File: src/rtl/accum_pkg.sv
// -----------------------------------------------------------------------------
// accum_pkg
// Shared definitions for the 4-bit accumulator:
//   OP_W    - operand / result width (4 bits)
//   CNT_W   - operand counter width (holds 0..15)
//   state_t - accumulator FSM states IDLE / ACC / HOLD
// -----------------------------------------------------------------------------
package accum_pkg;

  localparam int OP_W  = 4;
  localparam int CNT_W = 4;

  typedef enum logic [1:0] {
    IDLE = 2'd0,  // no operand taken yet
    ACC  = 2'd1,  // 1..NUM_OPS-1 operands taken
    HOLD = 2'd2   // result presented, waiting for out_ready
  } state_t;

endpackage

File: src/rtl/accum_4bit_if.sv
// -----------------------------------------------------------------------------
// accum_4bit_if
// Operand and result handshake bundle of the accumulator.
//
// Handshake rule (both channels): a beat moves on a rising clock edge where
// valid and ready are both high. The producer holds valid/data stable until
// that edge; ready may be deasserted at any time.
//
//   in_valid  / in_ready  / in_data : operand channel (master -> slave)
//   out_valid / out_ready / sum/ovf : result channel  (slave -> master)
//
// Modports:
//   master - the environment driving operands and consuming results
//   slave  - the accumulator itself
// -----------------------------------------------------------------------------
interface accum_4bit_if;
  import accum_pkg::*;

  logic            in_valid;
  logic            in_ready;
  logic [OP_W-1:0] in_data;
  logic            out_valid;
  logic            out_ready;
  logic [OP_W-1:0] sum;
  logic            ovf;

  modport master (
    output in_valid, in_data, out_ready,
    input  in_ready, out_valid, sum, ovf
  );

  modport slave (
    input  in_valid, in_data, out_ready,
    output in_ready, out_valid, sum, ovf
  );

endinterface

File: src/rtl/ripple_adder_4bit.sv
// -----------------------------------------------------------------------------
// ripple_adder_4bit
// Structural 4-bit ripple-carry adder built from a chain of full adders.
//   i_a, i_b : addends (4 bits)
//   i_cin    : carry in
//   o_sum    : 4-bit sum
//   o_cout   : carry out of the top bit
// -----------------------------------------------------------------------------
module ripple_adder_4bit
  import accum_pkg::*;
(
  input  logic [OP_W-1:0] i_a,
  input  logic [OP_W-1:0] i_b,
  input  logic            i_cin,
  output logic [OP_W-1:0] o_sum,
  output logic            o_cout
);

  logic [OP_W:0] w_carry;

  assign w_carry[0] = i_cin;

  for (genvar g = 0; g < OP_W; g++) begin : g_fa
    assign o_sum[g]     = i_a[g] ^ i_b[g] ^ w_carry[g];
    assign w_carry[g+1] = (i_a[g] & i_b[g]) | (w_carry[g] & (i_a[g] ^ i_b[g]));
  end

  assign o_cout = w_carry[OP_W];

endmodule

File: src/rtl/accum_4bit.sv
// -----------------------------------------------------------------------------
// accum_4bit
// Sums NUM_OPS unsigned 4-bit operands and presents the result with a
// valid/ready handshake. ovf is sticky for the whole accumulation.
//
// Parameters:
//   NUM_OPS     - operands summed per result (1..15)
// Ports:
//   clk         - clock, rising edge
//   rst_n       - asynchronous active-low reset
//   clear       - synchronous abort, highest priority
//   bus         - accum_4bit_if.slave (operand in, result out)
//   o_dbg_state - current FSM state, for observation only
// Build option:
//   ACCUM_SAT_EN - when defined, a carry-out clamps sum at 15 and it stays
//                  there; otherwise sum wraps modulo 16. ovf is the same in
//                  both builds.
// -----------------------------------------------------------------------------
module accum_4bit
  import accum_pkg::*;
#(
  parameter int NUM_OPS = 4
) (
  input  logic           clk,
  input  logic           rst_n,
  input  logic           clear,
  accum_4bit_if.slave    bus,
  output state_t         o_dbg_state
);

  localparam logic [CNT_W-1:0] LAST_CNT = CNT_W'(NUM_OPS - 1);

  state_t           r_state;
  logic [OP_W-1:0]  r_sum;
  logic             r_ovf;
  logic [CNT_W-1:0] r_count;
  logic             r_in_ready;
  logic             r_out_valid;

  logic [OP_W-1:0]  w_add_sum;
  logic             w_add_cout;
  logic [OP_W-1:0]  w_sum_next;
  logic             w_xfer;

  ripple_adder_4bit u_adder (
    .i_a    (r_sum),
    .i_b    (bus.in_data),
    .i_cin  (1'b0),
    .o_sum  (w_add_sum),
    .o_cout (w_add_cout)
  );

`ifdef ACCUM_SAT_EN
  // Once the running sum has carried it is pinned at the maximum; adding to
  // 15 either carries again or adds zero, so the clamp holds by itself.
  assign w_sum_next = w_add_cout ? {OP_W{1'b1}} : w_add_sum;
`else
  assign w_sum_next = w_add_sum;
`endif

  // in_ready is registered, so it is already low in HOLD and stays low for
  // the first cycle after reset release.
  assign w_xfer = bus.in_valid && r_in_ready;

  always_ff @(posedge clk or negedge rst_n) begin
    if (!rst_n) begin
      r_state     <= IDLE;
      r_sum       <= '0;
      r_ovf       <= 1'b0;
      r_count     <= '0;
      r_in_ready  <= 1'b0;
      r_out_valid <= 1'b0;
    end else if (clear) begin
      r_state     <= IDLE;
      r_sum       <= '0;
      r_ovf       <= 1'b0;
      r_count     <= '0;
      r_in_ready  <= 1'b1;
      r_out_valid <= 1'b0;
    end else begin
      case (r_state)
        IDLE, ACC: begin
          r_in_ready <= 1'b1;
          if (w_xfer) begin
            r_sum   <= w_sum_next;
            r_ovf   <= r_ovf | w_add_cout;
            r_count <= r_count + 1'b1;
            if (r_count == LAST_CNT) begin
              r_state     <= HOLD;
              r_in_ready  <= 1'b0;
              r_out_valid <= 1'b1;
            end else begin
              r_state <= ACC;
            end
          end
        end
        HOLD: begin
          if (bus.out_ready) begin
            r_state     <= IDLE;
            r_sum       <= '0;
            r_ovf       <= 1'b0;
            r_count     <= '0;
            r_in_ready  <= 1'b1;
            r_out_valid <= 1'b0;
          end
        end
        default: begin
          r_state     <= IDLE;
          r_sum       <= '0;
          r_ovf       <= 1'b0;
          r_count     <= '0;
          r_in_ready  <= 1'b1;
          r_out_valid <= 1'b0;
        end
      endcase
    end
  end

  assign bus.in_ready  = r_in_ready;
  assign bus.out_valid = r_out_valid;
  assign bus.sum       = r_sum;
  assign bus.ovf       = r_ovf;
  assign o_dbg_state   = r_state;

endmodule

File: src/flat_wrapper.sv
// flat-port wrapper written by rule: the top's interface ports become plain ports
module accum_4bit_flat import accum_pkg::*;
#(
  parameter int NUM_OPS = 4
)
  (clk, rst_n, clear, o_dbg_state, bus_in_valid, bus_in_data, bus_out_ready, bus_in_ready, bus_out_valid, bus_sum, bus_ovf);
  accum_4bit_if bus_i ();
  input  logic clk;
  input  logic rst_n;
  input  logic clear;
  output state_t o_dbg_state;
  input wire logic [$bits(bus_i.in_valid)-1:0] bus_in_valid;
  input wire logic [$bits(bus_i.in_data)-1:0] bus_in_data;
  input wire logic [$bits(bus_i.out_ready)-1:0] bus_out_ready;
  output wire logic [$bits(bus_i.in_ready)-1:0] bus_in_ready;
  output wire logic [$bits(bus_i.out_valid)-1:0] bus_out_valid;
  output wire logic [$bits(bus_i.sum)-1:0] bus_sum;
  output wire logic [$bits(bus_i.ovf)-1:0] bus_ovf;
  assign bus_i.in_valid = bus_in_valid;
  assign bus_i.in_data = bus_in_data;
  assign bus_i.out_ready = bus_out_ready;
  assign bus_in_ready = bus_i.in_ready;
  assign bus_out_valid = bus_i.out_valid;
  assign bus_sum = bus_i.sum;
  assign bus_ovf = bus_i.ovf;
  accum_4bit #(.NUM_OPS(NUM_OPS)) u_core (.clk(clk), .rst_n(rst_n), .clear(clear), .bus(bus_i), .o_dbg_state(o_dbg_state));
endmodule
File: config.mk
export PLATFORM = sky130hd
export DESIGN_NAME = accum_4bit_flat
export DESIGN_NICKNAME = d
export VERILOG_FILES = /design/src/rtl/accum_pkg.sv /design/src/rtl/accum_4bit_if.sv /design/src/rtl/ripple_adder_4bit.sv /design/src/rtl/accum_4bit.sv /design/src/flat_wrapper.sv
export SDC_FILE = /design/constraint.sdc
export NUM_CORES = 1
export LEC_CHECK = 0
export BUFFER_PORTS_ARGS = -buffer_cell sky130_fd_sc_hd__buf_2
export CAP_MARGIN = 5
export CELL_PAD_IN_SITES_DETAIL_PLACEMENT = 0
export CELL_PAD_IN_SITES_GLOBAL_PLACEMENT = 1
export CORE_MARGIN = 8
export CORE_UTILIZATION = 30
export DETAILED_ROUTE_END_ITERATION = 8
export GPL_TIMING_DRIVEN = 0
export PLACE_DENSITY = 0.67
export SYNTH_ARGS = -nofsm -noshare
export SYNTH_HDL_FRONTEND = slang
export SYNTH_SLANG_ARGS = --single-unit
File: constraint.sdc
create_clock -name clk -period 2.1 [get_ports clk]
set_clock_uncertainty 0.1 [all_clocks]
set_input_delay 0.105 -clock clk [delete_from_list [all_inputs] [get_ports clk]]
set_output_delay 0.105 -clock clk [all_outputs]
set_load 0.01 [all_outputs]
==> run metrics <==
outcome=complete, but fails checks; failing checks=negative setup slack; Clock Sinks=13; crit path time final=2.12 ns; crit share post-route=1.01; Final WS setup=-0.0206 ns; Post-Syn Area=674 um^2; Via Count=505; DRT Wirelength=1.45 mm; CP endpoint kind=flop; H-Tree Depth=1; CP Launch Type=flop; Worst Path Required=2.16 ns; Seq cells post-synth=13; Worst Max-Slew Pin Slew=0.319 ns; WS Path Type=flop to flop; Pins Over Slew Limit=0; layout cells sized above 1=0.418; I/O Buffers=17; synth warn=0; gate count of the mapped netlist=54; Residual DRC=0; DRT Pass-1 Iters=4; WL per Instance=13.5 um; Detailed Route Iter0 Violations=9; Hold Violations, Final=0; Yosys cell types=26; Site Rows=17; Layout Nets=94; worst hold-check path type=primary input to flop; RSZ-0062 raised after global routing=true; P_leak=0.416 nW; die area=4020 um^2; PD cells=618 nW/um^2; top cells by area, synth=dfrtp_1 (48%), fa_1 (8.9%), a22o_1 (3.9%); post-DP HPWL=1.06 mm; Layout Utilization=0.398; die height=63.4 um; Finished Cell Area=863 um^2; Max Buffers Root-to-Sink=2; initial core utilization=0.311; Pwr Total=534 uW; initial antenna violation count=0; CTS tree=yes; Final setup viols=1; share of the yosys chip area belonging to registers=0.482; core area=2170 um^2; CP max FO=2; Clk Latency, worst-skew pair=0.27 ns; synth-to-layout area growth=28.0%; Num CTS Buffers=3; CTS root buffer=clkbuf_4; total grt overflow=0; Slew Limit Headroom=0.787; Antenna Cells=0; Yosys top cell area share=0.482; global-route wire length before repair=2.63 mm; die width=63.4 um; Final TNS setup=-0.0206 ns; Arrival @ worst endpoint=2.18 ns; VDD IR max=0.000353 V; remaining antenna violation count after routing=0; Synth Area per Inst=12.5 um^2; Ports=18; dominant cell type by area after synthesis=dfrtp_1; syn nets=68; Max-cap violations=0; Post-CTS Resized=0; clk slew on worst S/H paths=0.08 ns; Vias/cell=4.72; GRT Total Usage=0.0804; largest net degree at the start of global routing=14; f_max=0.472 GHz; placer's final routability congestion estimate=0.629; vias in the first global route=577; DP Area=802 um^2
==> sequential cells by signal, indices dropped and copies added, names as in the netlist <==
name                  cells
u_core.bus.in_ready       1
u_core.bus.out_valid      1
u_core.bus.ovf            1
u_core.bus.sum            4
u_core.o_dbg_state        2
u_core.r_count            4
==> where the power goes <==
part / switching (mW) / total [mW] / internal, mW
clock: 0.0790 / 0.153 / 0.0736
sequential: 0.0154 / 0.282 / 0.266
combinational: 0.0468 / 0.0995 / 0.0527
total: 0.141 / 0.534 / 0.393
==> cells in the final DEF, fill, tap and decap left out, drive strengths merged, types with 2 or more instances in the layout <==
master,count
or3,2
nor2,5
ha,2
dfrtp,13
a22o,5
and3b,2
o21bai,2
dlygate4sd3,2
fa,3
a21oi,3
o21ai,3
clkbuf,4
buf,20
==> cell families after synthesis <==
kind of cell,count (synthesis),share of synthesized area
simple gates,19,0.202
compound gates,14,0.150
flops,13,0.482
fa+ha+maj,5,0.126
buf+inv,2,0.0223
mux,1,0.0167
==> cell type report <==
cell class	instances	area, um^2
Multi-Input combinational cell	39	342
Tap cell	28	35.0
Inverter	1	3.75
Timing Repair Buffer	21	120
Buffer	1	11.3
Fill cell	234	1310
Sequential cell	13	325
Clock buffer	4	26.3
==> repair_timing <==
item	4_1_cts	5_1_grt
hold buffers	2	0
buffers inserted	1	1
endpoints found under the hold margin	15	0
setup endpoints to repair	1	1
pin swaps	0	0
==> worst paths after layout <==
check	from	end	slack, ns	depth (start not counted)
max	u_core.bus.sum[0]	u_core.bus.sum[3]	-0.02	5
min	bus_out_ready	u_core.bus.in_ready	0.02	3
max reg2reg	u_core.bus.sum[0]	u_core.bus.sum[3]	-0.02	5
min reg2reg	u_core.bus.ovf	u_core.bus.ovf	0.39	2
max in group asynchronous	rst_n	u_core.bus.sum[0]	1.50	2
min in group asynchronous	rst_n	u_core.bus.out_valid	0.15	2
==> cell usage after synthesis <==
master / count
nand2_1: 1
a22o_1: 3
nand3_1: 1
ha_1: 2
buf_6: 1
or2b_1: 1
fa_1: 3
or3b_2: 1
a21oi_1: 3
and4bb_2: 1
o21bai_1: 2
inv_1: 1
nor4b_1: 1
and3b_2: 1
nor2_1: 5
a221o_1: 1
mux2_2: 1
dfrtp_1: 13
a22o_2: 2
or3_1: 2
and3_1: 1
o21ai_0: 3
nor4_1: 1
and3b_1: 1
nand3b_4: 1
nor3b_1: 1
==> metrics by stage <==
stage,cells,worst slack [ns],hold WS [ns]
2_1_floorplan,54,-0.0317,-0.291
3_3_place_gp,99,-0.0216,-0.0878
3_5_place_dp,99,-0.0420,-0.0855
4_1_cts,106,-0.0292,0.00783
5_1_grt,107,-0.0929,0.0458
6_report,107,-0.0206,0.0154
==> worst max-delay path, stage by stage (launching register included) <==
cell and delay (ns):
dfrtp_1 0.39, ha_2 0.18, fa_2 0.34, fa_2 0.34, fa_1 0.43, a22o_2 0.24
==> per-layer routing <==
metal  vias up  share of wire  global-route usage
met5         -              0                   0
met4         0              0             0.00836
met3         0          0.084              0.0512
met2        18           0.42               0.118
met1       236           0.49              0.0997
li1        251              -                   -
No activity file was read; power rests on OpenSTA's default activity.
